<file path="src/rtl/spi_slave_gen_pkg.sv">
// Shared types for the generic SPI slave: FSM state encoding, read-path phases
// and the two-bit command encoding carried at the top of every frame.
package spi_slave_gen_pkg;

  typedef enum logic [2:0] {
    IDLE      = 3'd0,
    CHK_CMD   = 3'd1,
    WRITE     = 3'd2,
    READ_ADD  = 3'd3,
    READ_DATA = 3'd4,
    DONE      = 3'd5
  } state_e;

  typedef enum logic [1:0] {
    PH_RX    = 2'd0,
    PH_WAIT  = 2'd1,
    PH_SHIFT = 2'd2
  } rd_phase_e;

  localparam logic [1:0] CMD_WR_ADDR = 2'b00;
  localparam logic [1:0] CMD_WR_DATA = 2'b01;
  localparam logic [1:0] CMD_RD_ADDR = 2'b10;
  localparam logic [1:0] CMD_RD_DATA = 2'b11;

endpackage

</file>
<file path="src/rtl/spi_slave_gen_shift_out.sv">
// MISO serialiser: load drives the MSB on the following cycle, then one bit per
// cycle for DATA_W cycles; done is high while the final bit is on the line.
module spi_shift_out #(
  parameter int DATA_W = 8
) (
  input  logic              clk,
  input  logic              rst,
  input  logic              load,
  input  logic              clear,
  input  logic [DATA_W-1:0] data,
  output logic              miso,
  output logic              done
);

  localparam int CW = $clog2(DATA_W);

  logic [DATA_W-1:0] shreg;
  logic [CW-1:0]     cnt;
  logic              active;

  always_ff @(posedge clk) begin
    if (rst || clear) begin
      shreg  <= '0;
      cnt    <= '0;
      active <= 1'b0;
      miso   <= 1'b0;
    end else if (load) begin
      miso   <= data[DATA_W-1];
      shreg  <= {data[DATA_W-2:0], 1'b0};
      cnt    <= CW'(DATA_W-1);
      active <= 1'b1;
    end else if (active) begin
      if (cnt == '0) begin
        active <= 1'b0;
        miso   <= 1'b0;
      end else begin
        miso  <= shreg[DATA_W-1];
        shreg <= {shreg[DATA_W-2:0], 1'b0};
        cnt   <= cnt - 1'b1;
      end
    end
  end

  assign done = active && (cnt == '0);

endmodule

</file>
<file path="src/rtl/spi_slave_gen.sv">
// SPI slave front end for the RAM subsystem: command+payload deserialiser,
// read-data handshake with timeout, and MISO serialisation via spi_shift_out.
//
// state     | meaning
// IDLE      | waiting for SS_n low
// CHK_CMD   | sampling cmd MSB to pick the frame type
// WRITE     | receiving write-address / write-data frame
// READ_ADD  | receiving read-address frame
// READ_DATA | receiving read-data frame, then tx wait, then MISO shift
// DONE      | frame finished, waiting for SS_n high
module spi_slave_gen
  import spi_slave_gen_pkg::*;
#(
  parameter  int DATA_W     = 8,
  parameter  int TX_TIMEOUT = 16,
  localparam int CNT_W      = $clog2(DATA_W+2)
) (
  input  logic              clk,
  input  logic              rst,
  input  logic              SS_n,
  input  logic              MOSI,
  input  logic [DATA_W-1:0] tx_data,
  input  logic              tx_valid,
  output logic              MISO,
  output logic [DATA_W+1:0] rx_data,
  output logic              rx_valid,
  output logic              frame_abort,
  output logic              tx_timeout,
  output logic [2:0]        cs
);

  localparam int FRAME_W = DATA_W + 2;
  localparam int TMR_W   = (TX_TIMEOUT > 1) ? $clog2(TX_TIMEOUT) : 1;
  localparam logic [CNT_W-1:0] LAST_BIT = CNT_W'(FRAME_W-1);
  localparam logic [TMR_W-1:0] TMR_LOAD = TMR_W'(TX_TIMEOUT-1);

  state_e             state;
  rd_phase_e          phase;
  logic [FRAME_W-1:0] shreg;
  logic [CNT_W-1:0]   bit_cnt;
  logic [TMR_W-1:0]   tmr;
  logic               rd_addr_seen;
  logic               tx_load;
  logic               tx_clear;
  logic               tx_done;

  assign tx_load  = (state == READ_DATA) && (phase == PH_WAIT) && !SS_n && tx_valid;
  assign tx_clear = (state == READ_DATA) && (phase == PH_SHIFT) && SS_n;
  assign cs       = state;

  always_ff @(posedge clk) begin
    if (rst) begin
      state        <= IDLE;
      phase        <= PH_RX;
      shreg        <= '0;
      bit_cnt      <= '0;
      tmr          <= '0;
      rd_addr_seen <= 1'b0;
      rx_data      <= '0;
      rx_valid     <= 1'b0;
      frame_abort  <= 1'b0;
      tx_timeout   <= 1'b0;
    end else begin
      rx_valid    <= 1'b0;
      frame_abort <= 1'b0;
      tx_timeout  <= 1'b0;
      case (state)
        IDLE: if (!SS_n) state <= CHK_CMD;
        CHK_CMD: begin
          if (SS_n) begin
            state <= IDLE;
          end else begin
            shreg   <= FRAME_W'(MOSI);
            bit_cnt <= CNT_W'(1);
            phase   <= PH_RX;
            if (!MOSI)             state <= WRITE;
            else if (rd_addr_seen) state <= READ_DATA;
            else                   state <= READ_ADD;
          end
        end
        WRITE, READ_ADD, READ_DATA: begin
          // SS_n high before completion always aborts, whatever the phase
          if (SS_n) begin
            state       <= IDLE;
            frame_abort <= 1'b1;
          end else begin
            case (phase)
              PH_RX: begin
                shreg <= {shreg[FRAME_W-2:0], MOSI};
                if (bit_cnt == LAST_BIT) begin
                  rx_data  <= {shreg[FRAME_W-2:0], MOSI};
                  rx_valid <= 1'b1;
                  bit_cnt  <= '0;
                  if (state == READ_DATA) begin
                    phase <= PH_WAIT;
                    tmr   <= TMR_LOAD;
                  end else begin
                    state <= DONE;
                    if (state == READ_ADD) rd_addr_seen <= 1'b1;
                  end
                end else begin
                  bit_cnt <= bit_cnt + 1'b1;
                end
              end
              PH_WAIT: begin
                if (tx_valid) begin
                  phase <= PH_SHIFT;
                end else if (tmr == '0) begin
                  tx_timeout   <= 1'b1;
                  rd_addr_seen <= 1'b0;
                  state        <= DONE;
                end else begin
                  tmr <= tmr - 1'b1;
                end
              end
              PH_SHIFT: begin
                if (tx_done) begin
                  rd_addr_seen <= 1'b0;
                  state        <= DONE;
                end
              end
              default: phase <= PH_RX;
            endcase
          end
        end
        DONE: if (SS_n) state <= IDLE;
        default: state <= IDLE;
      endcase
    end
  end

  spi_shift_out #(.DATA_W(DATA_W)) u_shift_out (
    .clk   (clk),
    .rst   (rst),
    .load  (tx_load),
    .clear (tx_clear),
    .data  (tx_data),
    .miso  (MISO),
    .done  (tx_done)
  );

endmodule

</file>
<file path="config.mk">
export PLATFORM = sky130hd
export DESIGN_NAME = spi_slave_gen
export DESIGN_NICKNAME = d
export VERILOG_FILES = /design/src/rtl/spi_slave_gen_pkg.sv /design/src/rtl/spi_slave_gen_shift_out.sv /design/src/rtl/spi_slave_gen.sv
export SDC_FILE = /design/constraint.sdc
export NUM_CORES = 1
export LEC_CHECK = 0
export ABC_AREA = 1
export BUFFER_PORTS_ARGS = -buffer_cell sky130_fd_sc_hd__clkbuf_2
export CAP_MARGIN = 25
export CELL_PAD_IN_SITES_DETAIL_PLACEMENT = 1
export CELL_PAD_IN_SITES_GLOBAL_PLACEMENT = 1
export CORE_ASPECT_RATIO = 1.75
export CORE_MARGIN = 5
export CORE_UTILIZATION = 44
export CTS_CLUSTER_DIAMETER = 100
export DETAILED_ROUTE_END_ITERATION = 6
export GPL_ROUTABILITY_DRIVEN = 0
export GPL_TIMING_DRIVEN = 0
export PLACE_DENSITY_LB_ADDON = 0.1
export SYNTH_ARGS = -nofsm -noshare
export SYNTH_HDL_FRONTEND = slang
export SYNTH_SLANG_ARGS = --single-unit
</file>
<file path="constraint.sdc">
create_clock -name clk -period 4.45 [get_ports clk]
set_clock_uncertainty 0.05 [all_clocks]
set_input_delay 0 -clock clk [delete_from_list [all_inputs] [get_ports clk]]
set_output_delay 0 -clock clk [all_outputs]
set_load 0.02 [all_outputs]
</file>
; Word level (Yosys, flattened, before mapping)
; Index checks and enable logic that the tools add are counted.
[word_totals]
regBits = 48
input_bits = 13
output_inout_bits = 17
word_cells = 136
[op_classes]
add_sub_neg = 3
eq_ne = 32
muxes = 56
n_bitwise = 4
n_reduce_logical = 27
[ops]
columns = operator, n
row1 = $mux 3, 14
row2 = $mux 4, 8
row3 = $mux 9, 3
row4 = $ne 2x2->1 const B, 13
row5 = $mux 8, 3
row6 = $ne 4x4->1 const B, 5
row7 = $pmux 9 s2, 1
row8 = $pmux 4 s2, 2
row9 = $mux 1, 15
row10 = $reduce_and 7->1, 2
row11 = $pmux 3 s4, 1
row12 = $mux 2, 5
row13 = $ne 3x3->1 const B, 3
row14 = $pmux 3 s3, 1
row15 = $reduce_and 9->1, 1
row16 = $reduce_and 4->1, 2
row17 = $reduce_and 8->1, 1
row18 = $eq 3x2->1 const B, 2
row19 = $eq 3x3->1 const B, 2
row20 = $logic_and 1x1->1, 6
row21 = $logic_not 3->1, 2
row22 = $pmux 2 s3, 1
row23 = $reduce_bool 2->1, 3
row24 = $ne 5x4->1 const B, 1
row25 = 21 further kinds, 25

; Logic depth before layout (Yosys ltp)
; Gate-level depths: netlist (run 1).
[logic_depth]
ltp_word = 6
ltp_mapped = 12
mapped_depth_nobuf = 11

; Cells and area by module
; Synthesis (run 1) repeated with hierarchy kept, for this count alone.
[hier_totals]
hier_cells = 358
hier_area_um2 = 2492.4
[modules_own_cells]
columns = module, instances, cells_each, area_per_inst_um2, seq_area_each_um2
row1 = spi_slave_gen, 1, 267, 1833.0, 720.7
row2 = spi_shift_out, 1, 91, 659.4, 240.2

; Least setup slack after synthesis (run 1)
; Ideal clock, no wire load.
[synth_path]
path_type = reg2reg
start = register phase[0]
end = register state[0], in the netlist cs[0]
setup_time_ns = 0.116
t_arrival_ns = 1.370
path_slack_ns = 2.914
path_stages_with_launch = 12
synth_period_minus_slack_ns = 1.536
path_cell_list = dfxtp_1 inv_1 ha_1 buf_2 inv_1 nand3_1 nand2_1 inv_1 nand3_1 nand2_1 a21oi_1 nor2_1
[synth_via]
elab_chain_cells = 4
elab_cells_between_ends = 13
classes_between = eq/ne: 8 / mux: 3 / reduce/logical: 2
[synth_lines]
columns = element, line
row1 = "start, declared", spi_slave_gen.sv:38  ; rd_phase_e phase;
row2 = "start signal, assigned", spi_slave_gen.sv:54  ; phase <= PH_RX;
row3 = "start signal, assigned", spi_slave_gen.sv:75  ; phase <= PH_RX;
row4 = "start signal, assigned", spi_slave_gen.sv:95  ; phase <= PH_WAIT;
row5 = $eq 2x2->1 (tied with other cells), spi_slave_gen.sv:87  ; case (phase)
row6 = $pmux 3 s3, spi_slave_gen.sv:87
row7 = $mux 3, spi_slave_gen.sv:83  ; if (SS_n) begin
row8 = $pmux 3 s4, spi_slave_gen.sv:67  ; case (state)
row9 = "end signal, assigned", spi_slave_gen.sv:68  ; IDLE: if (!SS_n) state <= CHK_CMD;
row10 = "end signal, assigned", spi_slave_gen.sv:71  ; state <= IDLE;
row11 = "end signal, assigned", spi_slave_gen.sv:84  ; state <= IDLE;
row12 = "end, declared", spi_slave_gen.sv:37  ; state_e state;
; Parallel ways exist; a longest one is shown, timed or not.
; A chain may end at the register's enable or synchronous reset.

; Worst setup path in the final report (run 1)
; Same ends and word-level chain as after synthesis.

==> results summary, run 1 <==
The first-pass detailed-route iteration total came out at 4. Fill cells in the final layout number 685. Setup repair after global routing left no endpoint under its margin.

The first-pass GRT wire length is 11100 um. The DRC violation count after routing is 0. The overall power after layout came out at approximately 1.2 mW. The final reports fail on hold timing. The fraction of the yosys area taken by sequential cells is 41.2%. The finished layout holds 424 standard cells, fillers aside. The arrival time at the worst endpoint is a little under 2 ns. The number of instances on the worst hold path came out at 4. Across all hold checks on the routed design, the worst slack comes to -0.000227 ns. The worst-case setup margin in the final layout came out at roughly 2.7 ns. The clock tree buffer depth came out at 2. 30 I/O pins were placed.

The effective utilization at floorplan came out at between 40% and 50%. The pin slew with the least headroom to its limit is 0.586 ns. The area enclosed by the die boundary came out at 6910 sq um. The number of global-route vias before repair came out at 2445.

The cell row count is 35. The area growth from synthesis to layout came out at 18.2%. The worst hold path terminates at tx_timeout.

The number of buffers created by CTS is 5. The number of nets with antenna violations after detailed routing came out at 0. The worst hold-check path type is primary input to flop.

The worst setup path is launched from a flop. The maximum ir drop on the vdd rail came out at ~230 uV. Sorting the synthesized cells by area gives the leading types as sky130_fd_sc_hd__dfxtp_1 41%, sky130_fd_sc_hd__nand2_1 12%, sky130_fd_sc_hd__a21oi_1 10%. The share of the clock period used by the worst path after layout is 40.1%. The top-area cell type share of the netlist area is 41.2%.

For the worst flop-to-flop path, the logic depth is 11. The number of storage elements in the synthesis netlist came out at 48. The minimum clock period came out at around 1.8 ns. The power density normalized to cell area came out at 438 nW/um^2.

The average instance area after synthesis came out at 7.22 sq um. The routed length per placed instance came out at 15.2 um. From left edge to right edge, the die measures 65.0 um.

The global-route usage over all layers is between 20% and 30%. In this run the critical register-to-register path is captured at cs[0]. After routing the design area is around 2800 sq um. The die height is around 110 um.

The overall overflow remaining after global route is 0. The most common cell after layout, fill and taps aside is sky130_fd_sc_hd__nand2_1. The flow ran to the end, but the final reports show violations. Dividing the detail-routed via count by the number of cells gives 5.39. The cell area reported after detailed placement came out at around 2500 sq um.

The net total in the final layout is 390. The H-tree generated during clock tree synthesis spans 2 levels. Leaving out fill and tap cells, the most frequent cells in the layout are 76 x sky130_fd_sc_hd__nand2_1, 48 x sky130_fd_sc_hd__a21oi_1, 48 x sky130_fd_sc_hd__dfxtp_1, 29 x sky130_fd_sc_hd__inv_1, 29 x sky130_fd_sc_hd__nand3_1. TritonCTS built the clock tree. The number of failing setup endpoints in the final timing report is 0. The worst pin sits at a relative slew slack of 61.0%. Derived from the worst setup path, the maximum achievable clock frequency is 560 MHz. The synthesized instance count is 323. For this block, the via count after detailed routing is 2285. The number of endpoints with negative hold slack in the final report came out at 1.

0 antenna diodes ended up in the layout. The post-CTS setup buffer count is 0. The number of nets in the synthesized netlist came out at 345. In this run the clock root is driven by a sky130_fd_sc_hd__clkbuf_8.

The number of max-cap violations is 0. The max-slew violation total from the final report is 0. The worst slack at placement came out at 2.65 ns. After synthesis, the netlist uses 29 different library cells.

The static leakage is between 1 and 1.5 nW. At the end of the flow the core is filled with cells to 52.9%. The standard cell core area came out at 5210 sq um.

The total instance count after detailed placement came out at about 410. Yosys printed 0 warnings. The sum of negative setup slack is 0 ns. The number of antenna violations at the first check in global routing is 0. The later-pin clock latency in the skew report is just over 0.3 ns. The largest total area in the synthesized netlist belongs to sky130_fd_sc_hd__dfxtp_1. The required time at the worst-slack endpoint came out at about 4.6 ns. The worst hold path begins at tx_valid.

The number of buffers inserted by port buffering is 28. The worst setup path is captured at a flop. The post-detailed-routing wire length came out at 6430 um. The total standard cell area after synthesis came out at 2330 sq um. After clock tree synthesis, the clock-pin slew on the worst setup and hold paths is around 0.10 ns.

The violation count after the first detailed-route iteration came out at 73. Along the worst path, the maximum fanout reaches 9. The HPWL reported at the end of detailed placement came out at slightly below 5000 um. CTS saw 48 sinks. Entering global routing, the biggest net connects 17 pins.

The worst-case register-to-register setup slack is 2.67 ns. The critical path is of the flop to flop type. In this run the critical register-to-register path is launched from phase[0]. The share of final-layout standard cells stronger than drive strength 1 came out at 15.7%.
==> logic make-up (layout without fill, tap and decap cells) <==
kind of cell             after synthesis  in the layout  synth area share [%]
adder cells (fa/ha/maj)                9              9                  4.83
AO/OA/AOI/OAI                         72             72                  16.4
buffers and inverters                 43             89                  8.32
AND/OR/NAND/NOR                      150            150                  28.8
XOR/XNOR                               1              1                 0.376
flip-flops                            48             48                  41.2
==> per-layer routing <==
metal  share of wire, %  wire, um  vias up  global-route usage (%)
met1                 37      2410     1098                    20.8
met2                 58      3740       35                    40.5
met5                  0         0        -                       0
met4                1.9       120        0                    5.79
li1                   -         -     1145                       -
met3                2.6       165        7                    3.49
==> cells in the mapped netlist <==
master / number
sky130_fd_sc_hd__a21oi_1: 48
sky130_fd_sc_hd__a221oi_1: 1
sky130_fd_sc_hd__a31oi_1: 1
sky130_fd_sc_hd__buf_2: 3
sky130_fd_sc_hd__buf_4: 1
sky130_fd_sc_hd__buf_6: 3
sky130_fd_sc_hd__clkbuf_1: 4
sky130_fd_sc_hd__clkinv_1: 1
sky130_fd_sc_hd__dfxtp_1: 48
sky130_fd_sc_hd__ha_1: 9
sky130_fd_sc_hd__inv_1: 29
sky130_fd_sc_hd__inv_2: 1
sky130_fd_sc_hd__inv_4: 1
sky130_fd_sc_hd__nand2_1: 76
sky130_fd_sc_hd__nand2_2: 3
sky130_fd_sc_hd__nand2_4: 3
sky130_fd_sc_hd__nand3_1: 29
sky130_fd_sc_hd__nand4_1: 3
sky130_fd_sc_hd__nor2_1: 23
sky130_fd_sc_hd__nor2_2: 2
sky130_fd_sc_hd__nor2_4: 2
sky130_fd_sc_hd__nor3_1: 6
sky130_fd_sc_hd__nor4_1: 1
sky130_fd_sc_hd__o21ai_0: 18
sky130_fd_sc_hd__o21ai_1: 2
sky130_fd_sc_hd__o22ai_1: 1
sky130_fd_sc_hd__o31ai_4: 1
sky130_fd_sc_hd__or2_2: 2
sky130_fd_sc_hd__xor2_1: 1
==> critical path, stage by stage, from the launching register on <==
cell,delay [ns]
sky130_fd_sc_hd__dfxtp_1,0.36
sky130_fd_sc_hd__inv_1,0.09
sky130_fd_sc_hd__ha_1,0.19
sky130_fd_sc_hd__buf_2,0.17
sky130_fd_sc_hd__inv_1,0.15
sky130_fd_sc_hd__nand3_1,0.11
sky130_fd_sc_hd__nand2_1,0.08
sky130_fd_sc_hd__inv_1,0.05
sky130_fd_sc_hd__nand3_1,0.07
sky130_fd_sc_hd__nand2_1,0.13
sky130_fd_sc_hd__a21oi_1,0.17
sky130_fd_sc_hd__nor2_1,0.06
==> power breakdown <==
group,switching (mW),internal [mW],total [mW]
registers,0.0360,0.459,0.495
logic,0.258,0.125,0.382
clock network,0.161,0.169,0.330
total,0.455,0.753,1.21
==> layout make-up <==
type / count / area, sq um / share of cell area (%)
multi-input combinational: 232 / 1180 / 42.7
sequential: 48 / 961 / 34.9
timing repair buffer: 38 / 240 / 8.72
inverter: 32 / 123 / 4.45
buffer: 11 / 71.3 / 2.59
clock buffer: 5 / 68.8 / 2.50
tap: 55 / 68.8 / 2.50
clock inverter: 3 / 46.3 / 1.68
==> sequential cells by signal (all words and copies together), names as in the netlist, 2 cells and up <==
name,cells
shreg,9
u_shift_out.cnt,3
phase,2
cs,3
u_shift_out.shreg,7
bit_cnt,4
rx_data,10
tmr,4
==> repair_timing <==
action | 4_1_cts | 5_1_grt
endpoints found under the hold margin | 11 | 0
hold buffers | 10 | 0
gates resized for setup | 0 | 0
==> worst max-delay path by stage <==
stage,from,depth (start not counted),endpoint
floorplan,phase[0],11,cs[0]
CTS,phase[1],7,u_shift_out.shreg[2]
global placement,bit_cnt[0],8,tmr[0]
finish,phase[0],11,cs[0]
global route,bit_cnt[0],8,tmr[0]
detailed placement,phase[1],7,u_shift_out.shreg[2]
(Power assumes the default switching activity.)
==> run 2, diff against run 1 <==
--- a/config.mk
+++ b/config.mk
@@ -5,14 +5,14 @@
 export SDC_FILE = /design/constraint.sdc
 export NUM_CORES = 1
 export LEC_CHECK = 0
-export ABC_AREA = 1
+export ABC_AREA = 0
 export BUFFER_PORTS_ARGS = -buffer_cell sky130_fd_sc_hd__clkbuf_2
 export CAP_MARGIN = 25
 export CELL_PAD_IN_SITES_DETAIL_PLACEMENT = 1
 export CELL_PAD_IN_SITES_GLOBAL_PLACEMENT = 1
 export CORE_ASPECT_RATIO = 1.75
 export CORE_MARGIN = 5
-export CORE_UTILIZATION = 44
+export CORE_UTILIZATION = 43
 export CTS_CLUSTER_DIAMETER = 100
 export DETAILED_ROUTE_END_ITERATION = 6
 export GPL_ROUTABILITY_DRIVEN = 0
==> constraint.sdc (replaced) <==
create_clock -name clk -period 1.8 [get_ports clk]
set_clock_uncertainty 0.05 [all_clocks]
set_input_delay 0 -clock clk [delete_from_list [all_inputs] [get_ports clk]]
set_output_delay 0 -clock clk [all_outputs]
set_load 0.02 [all_outputs]
==> run 2 against run 1 <==
Critical path depth decreased by 4. Synthesized cell count decreased by 13%. Sequential cell count unchanged. Core utilization increased by 2.7 points. The flow finishes with violations (setup timing). Sequential share of layout area decreased by 3.1 points. Wire length increased by 8.7%. Highest routed layer unchanged. Register-to-register slack got worse by 2.7 ns. Area after synthesis increased by 2.0%. Power increased by 65%.
==> results summary, run 2 <==
The run finished, with violations left. The final reports fail on setup timing. The die height is 108 um (+2.0%). The synthesized instance count came to 281 (-13%). The routing usage on met3 was 3.22% (-0.27 points). The required time at the worst-slack endpoint came out at 1.92 ns (-2.69 ns). The total standard cell area after synthesis was 2380 sq um (+2.0%). The number of antenna violations at the first check in global routing came out at 0 (unchanged).

TritonCTS built the clock tree. The number of nets with antenna violations after detailed routing is 0 (unchanged). The maximum ir drop on the vdd rail is 528 uV (+130%).

The detail-routed via count per cell came out at 5.57 (+3.3%). The number of buffers created by CTS came to 5 (unchanged). The top fanout value on the critical path came out at 4 (-5).

The number of diodes is 0 (unchanged). The met1 demand-to-capacity share in global routing was 20.4% (-0.42 points). The worst setup path is captured at a flop.

The violation count after the first detailed-route iteration came out at 124 (+70%). The worst-case register-to-register setup slack came out at -0.06 ns (-2.72 ns). The number of max-cap violations is 0 (unchanged). The clock slew at the register clock pins of the worst setup and hold paths is 0.09 ns (about the same). The worst setup path is of the flop to flop kind. The depth of the worst register-to-register path came to 7 (-4). The later-pin clock latency in the skew report is 0.30 ns (about the same). The worst-case setup margin in the final layout is -0.0575 ns (-2.72 ns). The fraction of the yosys area taken by sequential cells is 40.4% (-0.82 points). The static leakage came out at 1.10 nW (-4.2%). The portion of netlist area occupied by mux cells was 0.842% (+0.84 points). The overall overflow remaining after global route came out at 0 (unchanged). The DRC violation count after routing is 0 (unchanged). The HPWL reported at the end of detailed placement came out at 4790 um (-1.4%). The minimum clock period came out at 1.86 ns (+0.0725 ns). The clock tree buffer depth came to 2 (unchanged).

Yosys instantiated no cell more often than sky130_fd_sc_hd__dfxtp_1. The average instance area after synthesis came out at 8.46 sq um (+17%). The post-detailed-routing wire length is 6990 um (+8.7%). The area enclosed by the die boundary came out at 7180 sq um (+3.9%).

Setup repair after global routing could not meet its margin everywhere. The number of top-level pins was 30 (unchanged). The number of flops mapped to enable cells by yosys came out at 0 (unchanged). The maximum achievable frequency is 538 MHz (-3.9%).

The share of the clock period used by the worst path after layout is 103% (+63 points). Walking the worst path, the cells encountered are inv_2, ha_4, or4b_4, a22oi_2, buf_4, and4_4, nor3_2. Leaving out fill and tap cells, the most frequent cell in the layout is sky130_fd_sc_hd__dfxtp_1.

The area share of fa/ha/maj cells after synthesis is 4.73% (-0.097 points). The arrival time at the worst endpoint is 1.98 ns (+0.04 ns). The worst register-to-register path ends at rd_addr_seen. The effective utilization at floorplan is 43.3% (-1.4 points). The number of flip-flops in the largest register was 10 (unchanged). The overall power after layout is 1.99 mW (+65%). The number of clock sinks came out at 48 (unchanged). The number of nets in the synthesized netlist came out at 303 (-12%).

The max-slew violation total from the final report came out at 0 (unchanged). The count of different cell masters after synthesis is 61 (+110%). The fraction of synthesized cell area in xor and xnor cells is 1.47% (+1.1 points). The fraction of the core area covered by cells at the end of the flow was 55.5% (+2.7 points).

The path with the worst hold slack has its endpoint at bit_cnt[2]. The number of global-route vias before repair came out at 2384 (-2.5%). Among all flip-flop cells after synthesis, the most frequent one is sky130_fd_sc_hd__dfxtp_1. The number of buffers inserted by port buffering came out at 28 (unchanged).

The clock root buffer is sky130_fd_sc_hd__clkbuf_8. The number of filler cells placed in the layout came out at 701 (+2.3%). The worst hold path startpoint is SS_n. The busiest layer in global routing is met2. The power density normalized to cell area is 653 nW/um^2 (+49%). The total instance count after detailed placement is 385 (-5.2%). By area, the combinational part of the netlist is dominated by simple AND/OR/NAND/NOR gates.

The first-pass GRT wire length is 11400 um (+2.1%). The largest registers in the layout are rx_data x10, shreg x9, u_shift_out.shreg x7. The overall die width is 66.2 um (+1.8%). The global-route met2 utilization came out at 39.2% (-1.3 points). The pin count of the biggest net entering global routing came to 15 (-2).

The count of H-tree levels built during CTS was 2 (unchanged). The normalized max-slew margin came out at 58.0% (-3.0 points). The register ranked first by flip-flop count is rx_data. In the layout the commonest cells are 40 x sky130_fd_sc_hd__dfxtp_1, 32 x sky130_fd_sc_hd__nand2_1, 30 x sky130_fd_sc_hd__clkbuf_2, 28 x sky130_fd_sc_hd__nand3_1, 26 x sky130_fd_sc_hd__a21oi_1. The number of endpoints with negative hold slack in the final report came out at 0 (-1). The pin slew with the least headroom to its limit is 0.629 ns (+0.0431 ns).

The worst slack at placement is -0.351 ns (-3.00 ns). The stage delay of the slowest cell on the critical path came out at 0.46 ns (+0.10 ns). The net total in the final layout is 355 (-9.0%). The basic-gate share of the synthesized area counting and, or, nand and nor cells is 25.5% (-3.3 points). The top-area cell type share of the netlist area is 40.4% (-0.82 points). The non-filler instance count after layout is 410 (-3.3%). The number of vias in the routed layout is 2282 (-0.13%). The count of synthesis-stage warnings from yosys is 0 (unchanged).

The global-route usage over all layers is 20.2% (-0.16 points). The share of final-layout standard cells stronger than drive strength 1 is 29.0% (+13 points). The first-pass detailed-route iteration total came to 5 (+1). The number of failing setup endpoints in the final timing report is 3 (+3). The commonest cells after synthesis are 48 x sky130_fd_sc_hd__dfxtp_1, 32 x sky130_fd_sc_hd__nand2_1, 28 x sky130_fd_sc_hd__a21oi_1, 28 x sky130_fd_sc_hd__nand3_1, 18 x sky130_fd_sc_hd__nor2_1. The routed length per placed instance is 17.1 um (+12%). On the critical path, the stage with the largest delay is an instance of sky130_fd_sc_hd__or4b_4. The launching element type of the critical path is a flop. The standard cell core area is 5500 sq um (+5.5%). The number of storage elements in the synthesis netlist is 48 (unchanged). By area the synthesized netlist is led by sky130_fd_sc_hd__dfxtp_1 40%, sky130_fd_sc_hd__a21oi_1 5.9%, sky130_fd_sc_hd__nand3_1 5.9%. The compound-gate portion of the synthesized area came to 21.5% (+5.0 points). The worst register-to-register path begins at tmr[0]. The number of instances on the worst hold path came to 5 (+1). The cell type with the highest aggregate area in the netlist is sky130_fd_sc_hd__dfxtp_1.

The share of flip-flops with an asynchronous set or reset came out at 0% (unchanged). The area growth from synthesis to layout is 28.3%. The worst hold path belongs to the class primary input to flop. The cell row count came out at 36 (+2.9%).
-- run 2: cell types whose count changed after synthesis, moves of 4 or more --
cell	delta
sky130_fd_sc_hd__nor2_1	-5
sky130_fd_sc_hd__nand2b_1	+5
sky130_fd_sc_hd__a311oi_1	+8
sky130_fd_sc_hd__a31oi_1	+4
sky130_fd_sc_hd__clkbuf_1	+11
sky130_fd_sc_hd__a21oi_1	-20
sky130_fd_sc_hd__o21ai_0	-13
sky130_fd_sc_hd__nand2_1	-44
sky130_fd_sc_hd__inv_1	-18
-- run 2: timing repair --
action / CTS / global route
resized for setup: 26 / 33
pin swaps: 7 / 4
gates cloned: 0 / 1
hold buffers: 10 / 0
endpoints found under the setup margin: 42 / 42
buffers inserted: 4 / 4
endpoints found under the hold margin: 11 / 0
-- run 2: cells by family (layout without fill, tap and decap cells) --
kind of cell             after synthesis  in the layout
AO/OA/AOI/OAI                         71             71
XOR/XNOR                               4              4
adder cells (fa/ha/maj)                9              9
buffers and inverters                 32             85
flip-flops                            48             48
multiplexers                           2              2
AND/OR/NAND/NOR                      115            115
-- run 2: stage by stage --
stage / setup TNS, ns / hold WS [ns] / instance area, sq um
floorplan: 0 / 0.0939 / 2380
detailed placement: -5.66 / 0.231 / 2610
global route: -0.476 / 0.188 / 3050
finish: -0.0770 / 0.164 / 3050
global placement: -4.39 / 0.223 / 2610
CTS: -0.0719 / 0.170 / 2930
-- run 2: how the worst max path moves through the flow --
stage	start	endpoint	slack [ns]
2_1_floorplan	cs[2]	bit_cnt[3]	0.008
3_3_place_gp	phase[0]	bit_cnt[3]	-0.28
3_5_place_dp	phase[1]	bit_cnt[3]	-0.35
4_1_cts	bit_cnt[1]	tmr[2]	-0.04
5_1_grt	tmr[0]	rd_addr_seen	-0.10
6_report	tmr[0]	rd_addr_seen	-0.06
-- run 2: layout make-up --
cell class | count | area [sq um] | area share, %
plain buffers | 19 | 124 | 4.06
well taps | 76 | 95.1 | 3.12
clock buffers | 6 | 72.6 | 2.38
inverters | 11 | 41.3 | 1.35
flip-flops and latches | 48 | 971 | 31.8
multi-input cells | 201 | 1400 | 46.0
repair buffers | 47 | 309 | 10.1
clock inverters | 2 | 35.0 | 1.15
-- run 2: critical path, delay by kind of cell, from the launching register on --
family                     cells  cell delay (ns)
and+or+nand+nor                3             0.70
AOI/OAI and AO/OA              1             0.25
buffers and inverters          2             0.23
adders and majority gates      1             0.14
DFF                            1             0.35
-- run 2: per-layer routing --
layer  part of all wire, %  wire, um
met5                     0         0
met4                   3.2       223
met1                    36      2530
met3                   2.3       162
met2                    58      4080
-- run 2: where the power goes --
group | total, mW | internal (mW) | leakage [nW] | switching (mW)
Sequential | 1.08 | 1.07 | 0.391 | 0.00843
Clock | 0.784 | 0.413 | 0.0552 | 0.371
Combinational | 0.133 | 0.0543 | 0.653 | 0.0788
==> run 3, diff against run 2 <==
--- a/config.mk
+++ b/config.mk
@@ -15,9 +15,9 @@
 export CORE_UTILIZATION = 43
 export CTS_CLUSTER_DIAMETER = 100
 export DETAILED_ROUTE_END_ITERATION = 6
-export GPL_ROUTABILITY_DRIVEN = 0
 export GPL_TIMING_DRIVEN = 0
 export PLACE_DENSITY_LB_ADDON = 0.1
+export REMOVE_ABC_BUFFERS = 1
 export SYNTH_ARGS = -nofsm -noshare
 export SYNTH_HDL_FRONTEND = slang
 export SYNTH_SLANG_ARGS = --single-unit
==> run 3 against run 2 <==
The flow still finishes with violations (setup timing). Non-clock buffer count down 4. Core utilization up 0.32 points. Global-route usage down 0.27 points. Critical path depth down 1. Worst hold slack worse by 0.12 ns. Clock power down 19%. Via count up 1.1%. Clock-buffer cell count unchanged. Die area unchanged. Combinational power down 4%. Cell count down 0.73%. Fmax down 0.89%.
==> results summary, run 3 (same netlist as run 2, synthesis figures left out) <==
The cell row count is 36 (unchanged). The library cell used most frequently in the layout, excluding fill and tap cells, is sky130_fd_sc_hd__dfxtp_1. The share of the clock period used by the worst path after layout came out at 104% (+0.93 points). The number of filler cells placed in the layout is 680 (-3.0%). The pin count of the biggest net entering global routing came to 38 (+23). The number of buffers inserted by port buffering came out at 29 (+3.6%). The launching element type of the critical path is a flop. The number of vias in the routed layout came out at 2308 (+1.1%).

The stage delay of the slowest cell on the critical path is 0.45 ns (about the same). The count of H-tree levels built during CTS came out at 2 (unchanged). The relative contribution of combinational cells to total power came out at 7.0% (+0.3 points). The die height is 108 um (unchanged). The sum of negative setup slack came out at -0.178 ns (-0.101 ns). The number of max-cap violations is 0 (unchanged).

The required time at the worst-slack endpoint is 1.96 ns (+0.04 ns). The share of final-layout standard cells stronger than drive strength 1 is 31.4% (+2.4 points). The number of diodes came out at 0 (unchanged). From synthesis to final layout, the design area changed by 29.0%. The first-pass detailed-route iteration total came out at 4 (-1). The share of total power in the clock network came to 34.6% (-4.8 points).

The slowest stage cell on the critical path is sky130_fd_sc_hd__or4b_4. The flow ran to the end, but the final reports show violations. The net total in the final layout came out at 353 (-0.56%). The highest routed metal layer is met4. Broken down by cell family, the worst path's largest delay share belongs to compound AO/OA/AOI/OAI gates. STA classifies the critical path endpoint as a flop. The area taken by flip-flops and latches is 972 sq um (+0.13%). The overall die width came out at 66.2 um (unchanged). The number of antenna violations at the first check in global routing is 0 (unchanged). The checks that failed: setup timing. The area of combinational cells with multiple inputs came out at 1450 sq um (+3.4%).

In the layout the commonest cells are 41 x sky130_fd_sc_hd__dfxtp_1, 31 x sky130_fd_sc_hd__nand2_1, 29 x sky130_fd_sc_hd__clkbuf_2, 28 x sky130_fd_sc_hd__nand3_1, 27 x sky130_fd_sc_hd__a21oi_1. The later-pin clock latency in the skew report was 0.31 ns (about the same). The power spent charging and discharging nets came out at 459 uW (about the same). The first-pass GRT wire length is 11100 um (-2.3%).

The global-route usage over all layers came out at 19.9% (-0.27 points). The clock tree buffer depth came to 2 (unchanged). The signal on the critical path passes through inv_2, ha_4, or4b_4, a22oi_2, o311ai_4, a32o_2.

The switching part of the total came out at 24.9% (+1.9 points). The number of endpoints with negative hold slack in the final report is 0 (unchanged). The met3 layer wire length in the routed design was 206 um (+27%). The routed length per placed instance came out at 17.0 um (about the same).

The worst-case setup margin in the final layout came out at -0.0742 ns (-0.0167 ns). Setup repair after global routing could not meet its margin everywhere. The overall power after layout came to 1.84 mW (-7.5%). The number of instances on the worst hold path is 3 (-2).

The largest registers in the layout are rx_data x10, shreg x9, u_shift_out.shreg x7. The number of flip-flops in the largest register is 10 (unchanged). The max-slew violation total from the final report is 0 (unchanged). The power density normalized to cell area is 601 nW/um^2 (-8.0%). The internal power consumption came out at 1.38 mW (-9.7%). The static leakage was 1.11 nW (+1.3%). The number of clock sinks came to 48 (unchanged). The depth of the worst register-to-register path came out at 6 (-1). The tree is rooted in a sky130_fd_sc_hd__clkbuf_8. The violation count after the first detailed-route iteration came out at 105 (-15%). The detailed-route wire length on metal 1 is 2470 um (-2.4%). The number of failing setup endpoints in the final timing report is 4 (+1). The overall overflow remaining after global route came out at 0 (unchanged). Ranked by flip-flop count, first place goes to rx_data. The number of top-level pins came to 30 (unchanged). The worst hold slack after final layout came out at 0.0388 ns (-0.125 ns). The minimum clock period was 1.87 ns (+0.0167 ns). The number of nets with antenna violations after detailed routing is 0 (unchanged). The class of the most critical setup path is flop to flop. The number of global-route vias before repair came out at 2351 (-1.4%).

The sequential share of power came out at 58.4% (+4.4 points). TritonCTS built the clock tree. The post-detailed-routing wire length is 6940 um (-0.76%). The pin slew with the least headroom to its limit was 0.818 ns (+0.190 ns). The detail-routed via count per cell came out at 5.67 (+1.9%).

The effective utilization at floorplan came to 43.3% (unchanged). The clock slew at the register clock pins of the worst setup and hold paths was 0.09 ns (about the same). The top fanout value on the critical path is 2 (-2).

The area enclosed by the die boundary came out at 7180 sq um (unchanged). The logic depth of the worst setup path including buffers came out at 6 (-1). The maximum ir drop on the vdd rail is 414 uV (-22%). The arrival time at the worst endpoint is 2.03 ns (+0.05 ns). The DRC violation count after routing came to 0 (unchanged). The wire length on met2 is 4100 um (+0.54%). The HPWL reported at the end of detailed placement came out at 4300 um (-10%).

The buffering stage count on the worst path with inverters included was 1 (-1). The worst hold-check path type is primary input to flop. The last weighted congestion value of the routability-driven placer came out at just over 0.7. The normalized max-slew margin was 45.4% (-13 points). The maximum achievable frequency is 534 MHz (-0.89%). The number of buffers created by CTS is 5 (unchanged). The standard cell core area was 5500 sq um (unchanged).
==> run 3: power by group through the flow <==
| stage | Sequential, mW | Combinational (mW) | Clock [mW] |
|---|---|---|---|
| after CTS | 1.08 | 0.120 | 0.654 |
| after global routing | 1.08 | 0.140 | 0.687 |
| final | 1.08 | 0.128 | 0.638 |
| after global placement | 1.10 | 0.0916 | 0 |
| after detailed placement | 1.10 | 0.0929 | 0 |
| after floorplan | 1.10 | 0.0425 | 0 |
==> run 3: final timing paths <==
check | startpoint | slack (ns) | to
worst max-delay path | tmr[0] | -0.07 | cs[1]
worst min-delay path | tx_valid | 0.04 | tx_timeout
worst max register to register | tmr[0] | -0.07 | cs[1]
worst min register to register | rx_data[8] | 0.41 | rx_data[8]
==> run 3: metal layers <==
| metal | global-route usage (%) | vias up |
|---|---|---|
| met5 | 0 | - |
| met4 | 8.28 | 0 |
| met1 | 18.8 | 1138 |
| met3 | 3.74 | 14 |
| met2 | 39.7 | 39 |
| li1 | - | 1117 |
==> run 3: what timing repair did <==
| item | in CTS | in global routing |
|---|---|---|
| gates resized for setup | 27 | 16 |
| setup endpoints to repair | 45 | 36 |
| hold endpoints to repair | 10 | 0 |
| gates cloned | 2 | 1 |
| buffers inserted | 17 | 6 |
| hold buffers | 9 | 0 |
| pin swaps | 8 | 3 |
==> run 3: worst register-to-register path: stages, from the launching register on <==
cell and delay (ns):
sky130_fd_sc_hd__dfxtp_2 0.34, sky130_fd_sc_hd__inv_2 0.07, sky130_fd_sc_hd__ha_4 0.13, sky130_fd_sc_hd__or4b_4 0.45
sky130_fd_sc_hd__a22oi_2 0.30, sky130_fd_sc_hd__o311ai_4 0.16, sky130_fd_sc_hd__a32o_2 0.27
==> run 3: area by class of cell <==
type | count | area share, %
multi-input combinational | 203 | 47.3
sequential | 48 | 31.7
timing repair buffer | 62 | 14.1
tap | 76 | 3.10
clock buffer | 6 | 2.36
inverter | 11 | 1.35
clock inverter | 1 | 0.163
==> run 3: through the flow <==
step	area, sq um	util [%]	setup WS (ns)	instances
2_1_floorplan	2290	-	-0.256	260
3_3_place_gp	2530	46.0	-0.568	365
3_5_place_dp	2530	46.0	-0.601	365
4_1_cts	2940	53.5	-0.0737	400
5_1_grt	3070	55.9	-0.120	407
6_report	3070	55.9	-0.0742	407
